===== src/rtl/axi4_lite_pkg.sv =====
// rtl/axi4_lite_pkg.sv - shared types for the AXI4-Lite write-address master
// Contents: protection width/type, default-width AW command struct, AW FSM states.
package axi4_lite_pkg;

    localparam int AXI_PROT_W = 3;
    localparam int AXI_ADDR_W = 32;

    typedef logic [AXI_PROT_W-1:0] axi_prot_t;

    // Command as queued for the AW channel at the default address width.
    typedef struct packed {
        logic [AXI_ADDR_W-1:0] addr;
        axi_prot_t             prot;
    } aw_cmd_t;

    typedef enum logic [0:0] {
        AW_IDLE  = 1'b0,
        AW_ISSUE = 1'b1
    } aw_state_t;

endpackage


===== src/rtl/axi4_lite_cmd_fifo.sv =====
// rtl/axi4_lite_cmd_fifo.sv - command FIFO feeding the AW issue logic
// Ports:
//   ACLK, ARESETn   clock; asynchronous active-high reset (empties the FIFO)
//   i_push, i_data  write strobe and entry; caller must not push when o_full
//   i_pop           read strobe; caller must not pop when o_empty
//   o_data          head entry (combinational read of the read pointer)
//   o_full, o_empty status decoded from the pointers only
module axi4_lite_cmd_fifo #(
    parameter int WIDTH = 35,
    parameter int DEPTH = 2
) (
    input  logic             ACLK,
    input  logic             ARESETn,
    input  logic             i_push,
    input  logic [WIDTH-1:0] i_data,
    input  logic             i_pop,
    output logic [WIDTH-1:0] o_data,
    output logic             o_full,
    output logic             o_empty
);

    localparam int IDX_W = $clog2(DEPTH);
    localparam int PTR_W = IDX_W + 1;

    logic [WIDTH-1:0] r_mem [DEPTH];
    logic [PTR_W-1:0] r_wptr;
    logic [PTR_W-1:0] r_rptr;

    // Extra MSB on each pointer distinguishes full from empty when the
    // index bits match; pointers wrap naturally at 2*DEPTH.
    always_ff @(posedge ACLK or posedge ARESETn) begin
        if (ARESETn) begin
            r_wptr <= '0;
            r_rptr <= '0;
        end else begin
            if (i_push) r_wptr <= r_wptr + PTR_W'(1);
            if (i_pop)  r_rptr <= r_rptr + PTR_W'(1);
        end
    end

    always_ff @(posedge ACLK) begin
        if (i_push) r_mem[r_wptr[IDX_W-1:0]] <= i_data;
    end

    assign o_data  = r_mem[r_rptr[IDX_W-1:0]];
    assign o_empty = (r_wptr == r_rptr);
    assign o_full  = (r_wptr[PTR_W-1] != r_rptr[PTR_W-1]) &&
                     (r_wptr[IDX_W-1:0] == r_rptr[IDX_W-1:0]);

endmodule


===== src/rtl/axi4_lite_aw_master.sv =====
// rtl/axi4_lite_aw_master.sv - AXI4-Lite write-address channel initiator with command queue
// Optional feature macro: AW_TIMEOUT_EN (AWREADY stall watchdog driving aw_tmo).
// Ports:
//   ACLK, ARESETn                 clock; asynchronous active-high reset
//   cmd_valid/cmd_ready           local command handshake (cmd_ready = FIFO not full)
//   cmd_addr, cmd_prot            command address and protection
//   AWVALID/AWREADY/AWADDR/AWPROT AXI4-Lite AW channel
//   aw_count                      completed AW handshakes, wraps at 16 bits
//   busy                          FIFO non-empty or AWVALID high
//   aw_tmo                        sticky AWREADY timeout flag (0 without AW_TIMEOUT_EN)
import axi4_lite_pkg::*;

module axi4_lite_aw_master #(
    parameter int ADDR_W  = 32,
    parameter int DEPTH   = 2,
    parameter int TMO_CYC = 256
) (
    input  logic                  ACLK,
    input  logic                  ARESETn,
    input  logic                  cmd_valid,
    output logic                  cmd_ready,
    input  logic [ADDR_W-1:0]     cmd_addr,
    input  logic [AXI_PROT_W-1:0] cmd_prot,
    output logic                  AWVALID,
    input  logic                  AWREADY,
    output logic [ADDR_W-1:0]     AWADDR,
    output logic [AXI_PROT_W-1:0] AWPROT,
    output logic [15:0]           aw_count,
    output logic                  busy,
    output logic                  aw_tmo
);

    if (DEPTH < 2 || (DEPTH & (DEPTH - 1)) != 0 || TMO_CYC < 1 || TMO_CYC > 65536) begin : g_param_check
        $error("axi4_lite_aw_master: DEPTH must be a power of 2 >= 2, TMO_CYC in 1..65536");
    end

    // Address width follows ADDR_W, so the queued entry is typed locally.
    typedef struct packed {
        logic [ADDR_W-1:0] addr;
        axi_prot_t         prot;
    } cmd_t;

    aw_state_t         r_state;
    aw_state_t         w_next_state;
    logic [ADDR_W-1:0] r_awaddr;
    axi_prot_t         r_awprot;
    logic [15:0]       r_aw_count;

    cmd_t w_push_data;
    cmd_t w_head;
    logic w_push;
    logic w_pop;
    logic w_full;
    logic w_empty;
    logic w_hs;

    assign w_push_data = '{addr: cmd_addr, prot: cmd_prot};
    assign w_push      = cmd_valid && !w_full;

    axi4_lite_cmd_fifo #(
        .WIDTH ($bits(cmd_t)),
        .DEPTH (DEPTH)
    ) u_cmd_fifo (
        .ACLK    (ACLK),
        .ARESETn (ARESETn),
        .i_push  (w_push),
        .i_data  (w_push_data),
        .i_pop   (w_pop),
        .o_data  (w_head),
        .o_full  (w_full),
        .o_empty (w_empty)
    );

    // AWVALID is pure state decode, so it never combinationally follows AWREADY.
    assign w_hs = (r_state == AW_ISSUE) && AWREADY;

    always_ff @(posedge ACLK or posedge ARESETn) begin
        if (ARESETn) begin
            r_state <= AW_IDLE;
        end else begin
            r_state <= w_next_state;
        end
    end

    always_comb begin
        w_next_state = r_state;
        w_pop        = 1'b0;
        case (r_state)
            AW_IDLE: begin
                if (!w_empty) begin
                    w_pop        = 1'b1;
                    w_next_state = AW_ISSUE;
                end
            end
            AW_ISSUE: begin
                // Refill straight from the FIFO on a handshake to sustain 1 beat/cycle.
                if (AWREADY) begin
                    if (!w_empty) begin
                        w_pop = 1'b1;
                    end else begin
                        w_next_state = AW_IDLE;
                    end
                end
            end
            default: w_next_state = AW_IDLE;
        endcase
    end

    // Address/prot only load on a pop, so they hold through stalls and
    // keep the last issued value while idle.
    always_ff @(posedge ACLK or posedge ARESETn) begin
        if (ARESETn) begin
            r_awaddr   <= '0;
            r_awprot   <= '0;
            r_aw_count <= '0;
        end else begin
            if (w_pop) begin
                r_awaddr <= w_head.addr;
                r_awprot <= w_head.prot;
            end
            if (w_hs) r_aw_count <= r_aw_count + 16'd1;
        end
    end

    assign AWVALID   = (r_state == AW_ISSUE);
    assign AWADDR    = r_awaddr;
    assign AWPROT    = r_awprot;
    assign aw_count  = r_aw_count;
    assign cmd_ready = !w_full;
    assign busy      = !w_empty || AWVALID;

`ifdef AW_TIMEOUT_EN
    localparam logic [15:0] LP_TMO_LAST = 16'(TMO_CYC - 1);

    logic [15:0] r_wait_cnt;
    logic        r_aw_tmo;

    // Flag only; AWVALID stays up so the AW handshake rules are never broken.
    always_ff @(posedge ACLK or posedge ARESETn) begin
        if (ARESETn) begin
            r_wait_cnt <= '0;
            r_aw_tmo   <= 1'b0;
        end else if (!AWVALID || AWREADY) begin
            r_wait_cnt <= '0;
        end else begin
            if (r_wait_cnt == LP_TMO_LAST) r_aw_tmo <= 1'b1;
            if (r_wait_cnt != 16'hFFFF)    r_wait_cnt <= r_wait_cnt + 16'd1;
        end
    end

    assign aw_tmo = r_aw_tmo;
`else
    assign aw_tmo = 1'b0;
`endif

endmodule


===== config.mk =====
export PLATFORM = sky130hd
export DESIGN_NAME = axi4_lite_aw_master
export DESIGN_NICKNAME = d
export VERILOG_FILES = /design/src/rtl/axi4_lite_pkg.sv /design/src/rtl/axi4_lite_cmd_fifo.sv /design/src/rtl/axi4_lite_aw_master.sv
export SDC_FILE = /design/constraint.sdc
export NUM_CORES = 1
export LEC_CHECK = 0
export ABC_AREA = 1
export CELL_PAD_IN_SITES_DETAIL_PLACEMENT = 0
export CELL_PAD_IN_SITES_GLOBAL_PLACEMENT = 2
export CORE_MARGIN = 2
export CORE_UTILIZATION = 32
export DETAILED_ROUTE_END_ITERATION = 8
export PLACE_DENSITY = 0.81
export SYNTH_ARGS = -nofsm -noshare
export SYNTH_HDL_FRONTEND = slang
export SYNTH_SLANG_ARGS = --single-unit

===== constraint.sdc =====
create_clock -name ACLK -period 2.54 [get_ports ACLK]
set_input_delay 0.381 -clock ACLK [delete_from_list [all_inputs] [get_ports ACLK]]
set_output_delay 0.381 -clock ACLK [all_outputs]
set_load 0.01 [all_outputs]

==> flow_summary_export.csv <==
group,metric,value,unit
drt,firstDrtPassIters,4,
synth,synth_area,4930,um2
place,dp_hpwl,6.04,mm
timing,fin_tns_setup,0,ns
cts,cts_buffer_depth,2,
drt,route.detailed.drc,0,
drt,wirelength,9.27,mm
drt,drt_iter0_markers,112,
place,gp_congestion,0.757,
timing,max_freq,445,MHz
finish,layout_commonest_cell,"clkdlybuf4s50_1",
timing,post-route-period-util,88.4,%
critical_path,crit_arrival,1.86,ns
global_route,grt_util_all_layers,12.3,%
cts,cts_hold_buf,0,
timing,worst_pin_slew,0.653,ns
global_route,grt_first_pass_wirelength,15.0,mm
timing,finalHoldViolations,0,
drt,wl_per_cell,14.3,um
floorplanning,fp.dieW,128,um
drt,ant_nets,0,
cts,postCtsResizedCells,0,
floorplanning,core,15100,um2
cts,numClockSinks,126,
timing,setup_violations,0,
drt,vias,2830,
power_and_ir_drop,ir_worst_vdd,0.548,mV
timing,slew_viol_final,0,
timing,period_needed,2.25,ns
worst_hold_path,hold_class,"input port to async pin",
global_route,first_global_vias,2934,
cts,cts_setup_buffers,0,
finish,nets,487,
synth,yosys_warnings,0,
global_route,grt_max_degree,38,
timing,rsz0062_at_grt,"no",
floorplanning,io_pins,94,
cts,numCtsBuffers,17,
power_and_ir_drop,power_leakage,0.00265,uW
power_and_ir_drop,cellPowerDensity,1290,nW/um2
finish,area_delta_synth_final,34.6,%
critical_path,crit_type,"flop to primary output",
global_route,gr-total-overflow,0,
floorplanning,dieHeight,128,um
flow_run,drv_cap,0,
global_route,grt_antenna_before_repair,0,
critical_path,critical_path_required,2.16,ns
cts,clk_pin_slew,0.05,ns
synth,synth.distinct_cells,25,
finish,antenna_cells,0,
finish,nFillCells,1380,
drt,routed_via_density,4.37,
critical_path,path_max_fanout,5,
status,status,"finished clean",
cts,cts_root_buf,"clkbuf_16",
timing,clock_skew,0.00781,ns
floorplanning,start_util,32.5,%
critical_path,worst_setup_path_end_kind,"primary output",
finish,mostFrequentLayoutCells,"clkdlybuf4s50_1, edfxtp_1, nand2_1, dfrtp_1, o21ai_2",
floorplanning,num_rows,45,
cts,clkLatencyLatePin,0.41,ns
cts,cts_tree,"done",
synth,ys_ff_latch,126,
synth,syn-num-nets,381,
cts,htreeDepth,4,
floorplanning,dieArea,16400,um2
synth,avgSynthCellArea,14.4,um2
finish,fin_util,43.8,%
critical_path,critPathLaunchType,"flop",
place,io_buffers,92,
timing,relSlewSlack,56.5,%
synth,synthCells,341,
synth,synth-seq-area-share,71.1,%
finish,drive_above_1_share,17.8,%
==> sequential cells by signal, indices dropped and copies added (netlist names) <==
signal	count
u_cmd_fifo.r_mem	70
u_cmd_fifo.r_wptr	2
AWPROT	3
AWADDR	32
aw_count	16
AWVALID	1
u_cmd_fifo.r_rptr	2
==> worst max-delay path, stage by stage (launching register included) <==
cell and delay (ns):
dfrtp_1 0.46, xnor2_1 0.27, nand2_2 0.11, inv_1 0.09, nand2_1 0.06, clkdlybuf4s50_1 0.47
==> metrics by stage <==
step           std cells  instance area, um2  total power (uW)  hold WS, ns  setup slack [ns]
2_1_floorplan        341                4930              5250        0.480             0.317
3_3_place_gp         616                6090              6390        0.467             0.638
3_5_place_dp         616                6090              6450        0.472             0.642
4_1_cts              648                6630              8720        0.387             0.252
5_1_grt              648                6630              9120        0.434             0.115
6_report             648                6630              8560        0.378             0.295
==> worst paths after layout <==
kind / startpoint / to / slack (ns) / depth (start not counted)
min: ARESETn / AWADDR[26] / 0.38 / 2
max: u_cmd_fifo.r_wptr[0] / busy / 0.29 / 5
min in group ACLK: AWADDR[2] / AWADDR[2] / 0.48 / 2
min reg2reg: AWADDR[2] / AWADDR[2] / 0.48 / 2
max reg2reg: u_cmd_fifo.r_wptr[0] / u_cmd_fifo.r_mem[1][1] / 0.82 / 5
max in group asynchronous: ARESETn / aw_count[0] / 1.50 / 3
==> synth_stat cells <==
| library cell | instances | area [um2] |
|---|---|---|
| a21oi_1 | 1 | 5.00 |
| buf_4 | 2 | 15.0 |
| buf_6 | 7 | 78.8 |
| clkbuf_4 | 3 | 22.5 |
| conb_1 | 1 | 3.75 |
| dfrtp_1 | 56 | 1400 |
| edfxtp_1 | 70 | 2100 |
| ha_1 | 1 | 12.5 |
| inv_1 | 16 | 60.1 |
| mux2_2 | 1 | 11.3 |
| mux2i_1 | 35 | 350 |
| nand2_1 | 64 | 240 |
| nand2_2 | 1 | 6.26 |
| nand2_4 | 1 | 11.3 |
| nand3_1 | 8 | 40.0 |
| nand4_1 | 2 | 12.5 |
| nor2_1 | 10 | 37.5 |
| nor2_2 | 3 | 18.8 |
| nor3_1 | 3 | 15.0 |
| o21ai_0 | 1 | 5.00 |
| o21ai_1 | 1 | 5.00 |
| o21ai_2 | 36 | 315 |
| or2_4 | 1 | 8.76 |
| xnor2_1 | 11 | 96.3 |
| xor2_1 | 6 | 52.6 |
==> cells by family (layout without fill, tap and decap cells) <==
logic type / after synthesis / in the layout / share of synthesized area [%]
compound gates: 39 / 39 / 6.70
xor+xnor: 17 / 17 / 3.02
fa+ha+maj: 1 / 1 / 0.254
buf+inv: 28 / 147 / 3.58
flops: 126 / 126 / 71.1
mux: 36 / 36 / 7.34
other cells: 1 / 1 / 0.0761
simple gates: 93 / 93 / 7.92
==> where the power goes <==
| group | total [uW] | internal, uW | switching, uW |
|---|---|---|---|
| sequential | 3310 | 2950 | 358 |
| clock | 2210 | 1360 | 846 |
| combinational | 3040 | 1450 | 1590 |
==> routing by layer <==
layer | GRT usage [%] | vias to the layer above | part of all wire [%]
met5 | 0 | - | 0
met4 | 4.65 | 0 | 1.5
met3 | 5.30 | 15 | 6.4
met2 | 19.0 | 87 | 46
met1 | 15.3 | 1328 | 47
li1 | - | 1400 | -
==> layout make-up <==
type / count / area (um2) / share of cell area [%]
inverter: 16 / 60.1 / 0.906
multi-input combinational: 187 / 1260 / 19.0
clock inverter: 11 / 95.1 / 1.43
clock buffer: 21 / 450 / 6.79
tap: 188 / 235 / 3.55
timing repair buffer: 99 / 1020 / 15.4
sequential: 126 / 3500 / 52.8
Note: power is estimated with default switching activity, not from simulation.
